**src/rtl/mc_pkg.sv**
```systemverilog
// mc_control shared definitions: opcodes, funct codes, FSM states and op classes.
// The JAL op class only decodes when MC_CONTROL_JAL_EN is defined.
package mc_pkg;

  localparam logic [5:0] OP_R    = 6'b000000;
  localparam logic [5:0] OP_ADDI = 6'b001000;
  localparam logic [5:0] OP_LW   = 6'b100011;
  localparam logic [5:0] OP_SW   = 6'b101011;
  localparam logic [5:0] OP_BEQ  = 6'b000100;
  localparam logic [5:0] OP_BNE  = 6'b000101;
  localparam logic [5:0] OP_J    = 6'b000010;
  localparam logic [5:0] OP_JAL  = 6'b000011;

  localparam logic [5:0] FN_ADD  = 6'b100000;
  localparam logic [5:0] FN_SUB  = 6'b100010;

  typedef enum logic [2:0] {
    S_IF = 3'd0,
    S_ID = 3'd1,
    S_EX = 3'd2,
    S_MA = 3'd3,
    S_WB = 3'd4
  } state_e;

  typedef enum logic [3:0] {
    C_R, C_ADDI, C_LW, C_SW, C_BEQ,
    C_BNE, C_J, C_JAL, C_ILL
  } opclass_e;

  typedef struct packed {
    logic pc_load;
    logic ir_load;
    logic reg_write;
    logic mem_read;
    logic mem_write;
    logic rd_mux_s;
    logic op2_mux_s;
    logic wb_mux_s;
    logic branch_mux_s;
    logic j_mux_s;
    logic link_s;
    logic illegal;
  } ctl_t;

endpackage

```
**src/rtl/mc_control_if.sv**
```systemverilog
// Controller <-> datapath bundle: instruction fields and status in,
// strobes, mux selects and ALU function out.
interface mc_control_if #(
  parameter int FUNCT_W = 6
);

  logic [5:0]         opcode;
  logic [FUNCT_W-1:0] funct;
  logic               zero;
  logic               mem_ready;

  logic               pc_load;
  logic               ir_load;
  logic               reg_write;
  logic               mem_read;
  logic               mem_write;
  logic [FUNCT_W-1:0] alu_funct;
  logic               rd_mux_s;
  logic               op2_mux_s;
  logic               wb_mux_s;
  logic               branch_mux_s;
  logic               j_mux_s;
  logic               link_s;
  logic               illegal;

  modport master (
    input  opcode, funct, zero, mem_ready,
    output pc_load, ir_load, reg_write,
    output mem_read, mem_write, alu_funct,
    output rd_mux_s, op2_mux_s, wb_mux_s,
    output branch_mux_s, j_mux_s, link_s,
    output illegal
  );

  modport slave (
    output opcode, funct, zero, mem_ready,
    input  pc_load, ir_load, reg_write,
    input  mem_read, mem_write, alu_funct,
    input  rd_mux_s, op2_mux_s, wb_mux_s,
    input  branch_mux_s, j_mux_s, link_s,
    input  illegal
  );

endinterface

```
**src/rtl/mc_decode.sv**
```systemverilog
// Opcode to op-class decoder (combinational).
// JAL decodes only when MC_CONTROL_JAL_EN is defined.
module mc_decode
  import mc_pkg::*;
(
  input  logic [5:0] opcode_i,
  output opclass_e   cls_o
);

  always_comb begin
    cls_o = C_ILL;
    unique case (opcode_i)
      OP_R:    cls_o = C_R;
      OP_ADDI: cls_o = C_ADDI;
      OP_LW:   cls_o = C_LW;
      OP_SW:   cls_o = C_SW;
      OP_BEQ:  cls_o = C_BEQ;
      OP_BNE:  cls_o = C_BNE;
      OP_J:    cls_o = C_J;
`ifdef MC_CONTROL_JAL_EN
      OP_JAL:  cls_o = C_JAL;
`endif
      default: cls_o = C_ILL;
    endcase
  end

endmodule

```
**src/rtl/mc_control.sv**
```systemverilog
// Multi-cycle control FSM (IF/ID/EX/MA/WB) with memory wait timeout.
// Define MC_CONTROL_JAL_EN to enable JAL (ID->WB with link).
module mc_control
  import mc_pkg::*;
#(
  parameter int FUNCT_W      = 6,
  parameter int MEM_WAIT_MAX = 15
) (
  input  logic          clock,
  input  logic          reset,
  mc_control_if.master  bus,
  output logic [2:0]    state_o
);

  localparam logic [7:0] WAIT_LIM = 8'(MEM_WAIT_MAX);

  state_e             state_q, state_d;
  opclass_e           cls_q, cls_d, dec_cls;
  logic [FUNCT_W-1:0] funct_q, funct_d;
  logic [FUNCT_W-1:0] alu_op, alu;
  logic [7:0]         wait_q, wait_d;
  logic               timeout;
  ctl_t               c;

  mc_decode u_dec (
    .opcode_i (bus.opcode),
    .cls_o    (dec_cls)
  );

  assign timeout = (wait_q == WAIT_LIM);

  always_comb begin
    alu_op = '0;
    unique case (cls_q)
      C_R:                 alu_op = funct_q;
      C_ADDI, C_LW, C_SW:  alu_op = FUNCT_W'(FN_ADD);
      C_BEQ, C_BNE:        alu_op = FUNCT_W'(FN_SUB);
      default:             alu_op = '0;
    endcase
  end

  always_comb begin
    state_d = state_q;
    cls_d   = cls_q;
    funct_d = funct_q;
    wait_d  = '0;
    c       = '0;
    alu     = '0;
    unique case (state_q)
      S_IF: begin
        if (timeout) begin
          c.illegal = 1'b1;
          state_d   = S_IF;
        end else begin
          c.mem_read = 1'b1;
          if (bus.mem_ready) begin
            c.ir_load = 1'b1;
            state_d   = S_ID;
          end else begin
            wait_d = wait_q + 8'd1;
          end
        end
      end
      S_ID: begin
        cls_d   = dec_cls;
        funct_d = bus.funct;
        unique case (dec_cls)
          C_J: begin
            c.pc_load = 1'b1;
            c.j_mux_s = 1'b1;
            state_d   = S_IF;
          end
          C_JAL: state_d = S_WB;
          C_ILL: begin
            c.illegal = 1'b1;
            c.pc_load = 1'b1;
            state_d   = S_IF;
          end
          default: state_d = S_EX;
        endcase
      end
      S_EX: begin
        alu = alu_op;
        unique case (cls_q)
          C_R:    state_d = S_WB;
          C_ADDI: begin
            c.op2_mux_s = 1'b1;
            state_d     = S_WB;
          end
          C_LW, C_SW: begin
            c.op2_mux_s = 1'b1;
            state_d     = S_MA;
          end
          C_BEQ, C_BNE: begin
            c.branch_mux_s = (cls_q == C_BEQ) ? bus.zero : ~bus.zero;
            c.pc_load      = 1'b1;
            state_d        = S_IF;
          end
          default: state_d = S_IF;
        endcase
      end
      S_MA: begin
        alu = alu_op;
        if (timeout) begin
          c.illegal = 1'b1;
          state_d   = S_IF;
        end else begin
          c.mem_read  = (cls_q == C_LW);
          c.mem_write = (cls_q == C_SW);
          if (bus.mem_ready) begin
            c.pc_load = (cls_q == C_SW);
            state_d   = (cls_q == C_LW) ? S_WB : S_IF;
          end else begin
            wait_d = wait_q + 8'd1;
          end
        end
      end
      S_WB: begin
        alu         = alu_op;
        c.reg_write = 1'b1;
        c.pc_load   = 1'b1;
        c.rd_mux_s  = (cls_q == C_R);
        c.wb_mux_s  = (cls_q == C_LW);
`ifdef MC_CONTROL_JAL_EN
        c.link_s    = (cls_q == C_JAL);
        c.j_mux_s   = (cls_q == C_JAL);
`endif
        state_d     = S_IF;
      end
      default: state_d = S_IF;
    endcase
  end

  always_ff @(posedge clock or posedge reset) begin
    if (reset) begin
      state_q <= S_IF;
      cls_q   <= C_R;
      funct_q <= '0;
      wait_q  <= '0;
    end else begin
      state_q <= state_d;
      cls_q   <= cls_d;
      funct_q <= funct_d;
      wait_q  <= wait_d;
    end
  end

  // Outputs are forced low while reset is held, even though state is IF.
  assign bus.pc_load      = ~reset & c.pc_load;
  assign bus.ir_load      = ~reset & c.ir_load;
  assign bus.reg_write    = ~reset & c.reg_write;
  assign bus.mem_read     = ~reset & c.mem_read;
  assign bus.mem_write    = ~reset & c.mem_write;
  assign bus.rd_mux_s     = ~reset & c.rd_mux_s;
  assign bus.op2_mux_s    = ~reset & c.op2_mux_s;
  assign bus.wb_mux_s     = ~reset & c.wb_mux_s;
  assign bus.branch_mux_s = ~reset & c.branch_mux_s;
  assign bus.j_mux_s      = ~reset & c.j_mux_s;
  assign bus.link_s       = ~reset & c.link_s;
  assign bus.illegal      = ~reset & c.illegal;
  assign bus.alu_funct    = reset ? '0 : alu;
  assign state_o          = state_q;

endmodule

```
**src/flat_wrapper.sv**
```systemverilog
// flat-port wrapper written by rule: the top's interface ports become plain ports
module mc_control_flat import mc_pkg::*;
#(
  parameter int FUNCT_W      = 6,
  parameter int MEM_WAIT_MAX = 15
)
  (clock, reset, state_o, bus_opcode, bus_funct, bus_zero, bus_mem_ready, bus_pc_load, bus_ir_load, bus_reg_write, bus_mem_read, bus_mem_write, bus_alu_funct, bus_rd_mux_s, bus_op2_mux_s, bus_wb_mux_s, bus_branch_mux_s, bus_j_mux_s, bus_link_s, bus_illegal);
  mc_control_if #(.FUNCT_W(FUNCT_W)) bus_i ();
  input  logic clock;
  input  logic reset;
  output logic [2:0] state_o;
  input wire logic [$bits(bus_i.opcode)-1:0] bus_opcode;
  input wire logic [$bits(bus_i.funct)-1:0] bus_funct;
  input wire logic [$bits(bus_i.zero)-1:0] bus_zero;
  input wire logic [$bits(bus_i.mem_ready)-1:0] bus_mem_ready;
  output wire logic [$bits(bus_i.pc_load)-1:0] bus_pc_load;
  output wire logic [$bits(bus_i.ir_load)-1:0] bus_ir_load;
  output wire logic [$bits(bus_i.reg_write)-1:0] bus_reg_write;
  output wire logic [$bits(bus_i.mem_read)-1:0] bus_mem_read;
  output wire logic [$bits(bus_i.mem_write)-1:0] bus_mem_write;
  output wire logic [$bits(bus_i.alu_funct)-1:0] bus_alu_funct;
  output wire logic [$bits(bus_i.rd_mux_s)-1:0] bus_rd_mux_s;
  output wire logic [$bits(bus_i.op2_mux_s)-1:0] bus_op2_mux_s;
  output wire logic [$bits(bus_i.wb_mux_s)-1:0] bus_wb_mux_s;
  output wire logic [$bits(bus_i.branch_mux_s)-1:0] bus_branch_mux_s;
  output wire logic [$bits(bus_i.j_mux_s)-1:0] bus_j_mux_s;
  output wire logic [$bits(bus_i.link_s)-1:0] bus_link_s;
  output wire logic [$bits(bus_i.illegal)-1:0] bus_illegal;
  assign bus_i.opcode = bus_opcode;
  assign bus_i.funct = bus_funct;
  assign bus_i.zero = bus_zero;
  assign bus_i.mem_ready = bus_mem_ready;
  assign bus_pc_load = bus_i.pc_load;
  assign bus_ir_load = bus_i.ir_load;
  assign bus_reg_write = bus_i.reg_write;
  assign bus_mem_read = bus_i.mem_read;
  assign bus_mem_write = bus_i.mem_write;
  assign bus_alu_funct = bus_i.alu_funct;
  assign bus_rd_mux_s = bus_i.rd_mux_s;
  assign bus_op2_mux_s = bus_i.op2_mux_s;
  assign bus_wb_mux_s = bus_i.wb_mux_s;
  assign bus_branch_mux_s = bus_i.branch_mux_s;
  assign bus_j_mux_s = bus_i.j_mux_s;
  assign bus_link_s = bus_i.link_s;
  assign bus_illegal = bus_i.illegal;
  mc_control #(.FUNCT_W(FUNCT_W), .MEM_WAIT_MAX(MEM_WAIT_MAX)) u_core (.clock(clock), .reset(reset), .bus(bus_i), .state_o(state_o));
endmodule
```
**config.mk**
```make
export PLATFORM = sky130hd
export DESIGN_NAME = mc_control_flat
export DESIGN_NICKNAME = d
export VERILOG_FILES = /design/src/rtl/mc_pkg.sv /design/src/rtl/mc_control_if.sv /design/src/rtl/mc_decode.sv /design/src/rtl/mc_control.sv /design/src/flat_wrapper.sv
export SDC_FILE = /design/constraint.sdc
export NUM_CORES = 1
export LEC_CHECK = 0
export BUFFER_PORTS_ARGS = -buffer_cell sky130_fd_sc_hd__buf_4
export CORE_MARGIN = 4
export CORE_UTILIZATION = 30
export CTS_BUF_LIST = sky130_fd_sc_hd__clkbuf_16
export DETAILED_ROUTE_END_ITERATION = 12
export PLACE_DENSITY_LB_ADDON = 0.2
export SETUP_SLACK_MARGIN = 0.15
export SLEW_MARGIN = 15
export SYNTH_ARGS = -nofsm -noshare
export SYNTH_HDL_FRONTEND = slang
export SYNTH_HIERARCHICAL = 1
export SYNTH_SLANG_ARGS = --single-unit
```
**constraint.sdc**
```tcl
create_clock -name clock -period 2.23 [get_ports clock]
set_clock_uncertainty 0.05 [all_clocks]
set_input_delay 0 -clock clock [delete_from_list [all_inputs] [get_ports clock]]
set_output_delay 0 -clock clock [all_outputs]
set_load 0.01 [all_outputs]
```
==> metrics.txt, run 1 <==
Hold Path Cell Cnt=3; peak supply drop=0.423 mV; most frequent cells in the layout=buf_4, nor2_1, dfrtp_1; H-tree Lvls=1; root buffer cell=clkbuf_16; vias in the first global route=1272; Crit Path Class=flop to output port; Synth Net Count=172; total grt overflow=0; Leakage=0.832 nW; Critical Path AT=1.95 ns; starting density of the core=0.316; global-route usage over all layers=0.124; Post-Synthesis Cells=155; library cells used by synthesis=44; clk_lat worst skew=0.25 ns; critical path required time=2.18 ns; fillers=449; routability cong.=0.850; final WL=3490 um; crit path max fanout=5; share of the synthesized area in the top cell type=0.377; Area growth syn-to-layout=34.9%; Die H=76.2 um; Layout Nets=216; global-route wire length before repair=6040 um; DP HPWL=2660 um; Core Footprint=4410 um2; number of buffers added on ports=35; EDFF count, synth=0; drt first pass iters=4; antenna violations before repair=0; Max Clock Freq=500 MHz; Hold WC Path Type=input pin to flop; Synth area leaders=dfrtp_1, mux2_2, nor2_1; CP endpoint kind=output port; Synth Cell Area=1400 um2; Tcrit/Tclk final=0.898; die area=5810 um2; I/O Pins=37; Power per Cell Area=586 nW/um2; number of diodes=0; average cell area after synthesis=9.00 um2; worst-case reg-to-reg path depth=5; share of cells above drive strength 1=0.338; critical path startpoint category=flop; reg2reg start=u_core/wait_q[0]; overall power=1.10 mW; asr flop ratio synth=1.00; Worst Hold Path EP=u_core/state_o[1]; clock sinks=21; Ys Warns=6; predominant post-synthesis flop cell=dfrtp_1; DRC=0; drt wl/cell=13.9 um; largest net degree at the start of global routing=17; initial DRC count=97; Vias/cell=5.04; die extent in x=76.2 um; final setup violation count=0; CTS tree=built; reg2reg setup slack=0.39 ns; Seq/Total Area, Yosys=0.377; most common cell after layout, fill and taps aside=buf_4; Pins Over Slew Limit=0; R2R Path End=u_core/state_o[2]; routed vias=1260; unrepaired setup endpoints after global routing=false; hold path start=bus_mem_ready; cell taking the most area after synthesis=dfrtp_1; DRT antenna net count=0; Synth Register Bits=21; setup TNS=0 ns; Reg clk slew, reported paths=0.06 ns; Row Count=24; CTS buffer count=3; status=complete, no violations; Hold Vio Cnt, Final=0; CTS Buffer Depth=2; max capacitance violation total=0; Min Clock Period, post-route=2.00 ns
## Yosys cell counts, drive strengths merged, types with 3 or more instances
library cell,count
nand3b,3
buf,6
a21oi,5
clkbuf,3
nand2,8
nor4b,3
xor2,4
and2,4
nor2,21
mux2,9
nand3,3
nand2b,4
or3,5
dfrtp,21
xnor2,5
nor3b,6
o21ai,7
inv,5
nor3,10
## critical path, stage by stage, from the launching register on
cell,delay (ns)
dfrtp_2,0.43
or3b_4,0.41
or3_4,0.39
nor3b_2,0.16
o311a_1,0.19
buf_4,0.12
## worst max path at each step
stage	from	end	slack [ns]	cells past startpoint
finish	u_core/cls_q[3]	bus_pc_load	0.23	5
global route	u_core/wait_q[5]	bus_illegal	0.16	4
CTS	u_core/wait_q[4]	bus_illegal	0.15	4
detailed placement	u_core/wait_q[4]	u_core/state_o[2]	0.40	4
global placement	u_core/wait_q[4]	bus_illegal	0.44	4
floorplan	u_core/state_o[0]	u_core/funct_q[0]	0.54	4
## through the flow
| step | hold slack, ns | cells | util | instance area, um2 | worst slack, ns |
|---|---|---|---|---|---|
| after detailed placement | -0.0131 | 237 | 0.384 | 1700 | 0.402 |
| final | 0.0116 | 250 | 0.426 | 1880 | 0.228 |
| after global placement | -0.0106 | 237 | 0.384 | 1700 | 0.439 |
| after floorplan | -0.0396 | 155 | - | 1400 | 0.542 |
| after global routing | 0.0226 | 250 | 0.426 | 1880 | 0.163 |
| after CTS | 0.00684 | 248 | 0.419 | 1850 | 0.153 |
## area by class of cell
class	count	area [um2]	area share
clock buffers	3	75.1	0.0399
multi-input cells	120	810	0.430
clock inverters	1	7.51	0.00399
well taps	52	65.1	0.0346
repair buffers	48	378	0.201
flip-flops and latches	21	528	0.281
inverters	5	18.8	0.00997
## repair_timing
item / 4_1_cts / 5_1_grt
hold buffers: 7 / 0
endpoints found under the setup margin: 0 / 6
resized for setup: 0 / 6
buffers inserted: 0 / 2
hold endpoints to repair: 12 / 0
## sequential cells by signal, summed over array words and instances (netlist names)
| register | cells |
|---|---|
| u_core/cls_q | 4 |
| u_core/funct_q | 6 |
| u_core/state_o | 3 |
| u_core/wait_q | 8 |
## cell families (layout without fill, tap and decap cells)
family / count (synthesis) / after routing / synth area share
other: 1 / 1 / 0.00269
DFF: 21 / 21 / 0.377
xor gates and xnor gates: 9 / 9 / 0.0565
muxes: 9 / 9 / 0.0726
and+or+nand+nor: 79 / 79 / 0.333
AOI/OAI and AO/OA: 21 / 21 / 0.0951
buffers and inverters: 14 / 57 / 0.0547
adders and majority gates: 1 / 1 / 0.00897
## power by group
part	internal [mW]	leakage [nW]	switching, mW
combinational	0.133	0.526	0.114
sequential	0.432	0.269	0.0376
clock	0.243	0.0371	0.144
## routing by layer
layer	GRT usage	vias up	routed length, um	share of wire
met3	0.0296	4	129	0.037
li1	-	627	-	-
met2	0.217	25	1760	0.50
met5	0	-	0	0
met4	0.0315	0	33	0.0095
met1	0.152	604	1560	0.45
No activity file was read; power rests on OpenSTA's default activity.
==> inputs of run 2 (changes only) <==
- clock period: 2.23 -> 1.95 ns (I/O delays scaled with it)
==> metrics.txt, run 2 (synthesis results as in run 1) <==
placement-stage cell area=1710 um2 (+0.89%); I/O Pins=37 (unchanged); Area growth syn-to-layout=39.3%; CTS buffer count=3 (unchanged); initial DRC count=78 (-20%); vias in the first global route=1379 (+8.4%); Biggest register=u_core/wait_q; CP endpoint kind=output port; Pins Over Slew Limit=0 (unchanged); Core Footprint=4410 um2 (unchanged); Reg clk slew, reported paths=0.05 ns (about the same); setup TNS=0 ns (unchanged); Hold Path Cell Cnt=3 (unchanged); top flop regs=u_core/wait_q x8, u_core/funct_q x6, u_core/cls_q x4; Worst Hold Path EP=u_core/state_o[1]; max capacitance violation total=0 (unchanged); DRT antenna net count=0 (unchanged); antenna violations before repair=0 (unchanged); die extent in x=76.2 um (unchanged); number of diodes=0 (unchanged); Critical Path AT=1.87 ns (-0.08 ns); GR Util met2=0.248 (+0.0317); Largest register FFs=8 (unchanged); number of buffers added on ports=35 (unchanged); largest net degree at the start of global routing=14 (-3); Min Clock Period, post-route=1.92 ns; Power per Cell Area=642 nW/um2 (+9.5%); Max Clock Freq=522 MHz; critical path required time=1.90 ns (-0.28 ns); routed vias=1265 (+0.40%); drt wl/cell=14.6 um (+5.0%); busiest grt layer=met2; Largest delay share family, worst path=simple AND/OR/NAND/NOR gates; drt first pass iters=5 (+1); worst path bufs/invs=1 (unchanged); crit-path cells=or4_4 > or3_1 > a211oi_2 > buf_4; DRC=0 (unchanged); global-route wire length before repair=6500 um (+7.7%); total grt overflow=0 (unchanged); GR met1 Demand/Resource=0.155 (+0.00231); pre-CTS WS=0.124 ns (-0.278 ns); final WL=3730 um (+7.1%); slowest CP cell=or4_4; die area=5810 um2 (unchanged); global-route usage over all layers=0.135 (+0.0106); starting density of the core=0.316 (unchanged); unrepaired setup endpoints after global routing=true; CTS Buffer Depth=2 (unchanged); hold path start=bus_mem_ready; H-tree Lvls=1 (unchanged); Row Count=24 (unchanged); CTS tree=built; most frequent cells in the layout=buf_4, dfrtp_1, nor2_1; root buffer cell=clkbuf_16; reg2reg start=u_core/wait_q[0]; Final Util=0.440 (+0.0139); clk_lat worst skew=0.25 ns (about the same); Final Instance Area=1940 um2 (+3.3%); routing usage on met3=0.0355 (+0.00591); overall power=1.25 mW (+13%); Post-Layout Cell Count=255 (+2.0%); critical path startpoint category=flop; crit path max fanout=2 (-3); Tcrit/Tclk final=0.982; Vias/cell=4.96 (-1.6%); peak supply drop=0.536 mV (+27%); worst-case reg-to-reg path depth=6 (+1); Hold Vio Cnt, Final=0 (unchanged); Crit Path Class=flop to output port; setup ws final=0.0341 ns (-0.194 ns); reg2reg setup slack=0.05 ns (-0.34 ns); Die H=76.2 um (unchanged); routability cong.=0.835 (-1.9%); Hold WC Path Type=input pin to flop; fillers=435 (-3.1%); Leakage=0.868 nW (+4.3%); R2R Path End=u_core/state_o[2]; Worst Hold Slack=0.0351 ns (+0.0235 ns); DP HPWL=2760 um (+3.7%); slowest cell delay on critical path=0.56 ns (+0.13 ns); share of cells above drive strength 1=0.374 (+0.0360); Inst Count DP=239 (+0.84%); clock sinks=21 (unchanged); Layout Nets=221 (+2.3%); most common cell after layout, fill and taps aside=buf_4; status=complete, no violations; final setup violation count=0 (unchanged)
-- run 2: final cells by class --
cell class	count	area [um2]	area share
Timing Repair Buffer	53	415	0.214
Tap cell	52	65.1	0.0335
Clock inverter	1	3.75	0.00193
Multi-Input combinational cell	120	837	0.431
Sequential cell	21	528	0.272
Inverter	5	18.8	0.00966
Clock buffer	3	75.1	0.0386
-- run 2: what timing repair did --
action                                  CTS  global route
endpoints found under the setup margin   11            19
setup buffers                             4             1
resized for setup                         6             7
pin swaps                                 3             7
hold buffers                              7             0
endpoints found under the hold margin    14             0
-- run 2: how the worst max path moves through the flow --
stage | start | to | depth (start not counted) | slack [ns]
after floorplan | u_core/state_o[0] | u_core/funct_q[0] | 4 | 0.26
after global placement | u_core/wait_q[0] | u_core/state_o[2] | 5 | 0.16
after detailed placement | u_core/wait_q[0] | u_core/state_o[2] | 5 | 0.12
after CTS | u_core/cls_q[2] | bus_pc_load | 5 | -0.002
after global routing | u_core/wait_q[5] | bus_illegal | 4 | -0.04
final | u_core/wait_q[5] | bus_illegal | 4 | 0.03
-- run 2: per-layer routing --
| layer | wire (um) | vias up |
|---|---|---|
| met3 | 135 | 6 |
| met2 | 1940 | 22 |
| met5 | 0 | - |
| li1 | - | 637 |
| met4 | 51 | 0 |
| met1 | 1610 | 600 |
-- run 2: tightest hold or removal path: cells and delay by family --
family	cells	cell delay, ns
AOI/OAI and AO/OA	1	0.09
buffers and inverters	1	0.10
and+or+nand+nor	1	0.09
-- run 2: power by group --
group / total [mW] / switching, mW / internal (mW)
combinational: 0.297 / 0.140 / 0.157
clock: 0.416 / 0.144 / 0.273
sequential: 0.534 / 0.0389 / 0.495
total: 1.25 / 0.323 / 0.924
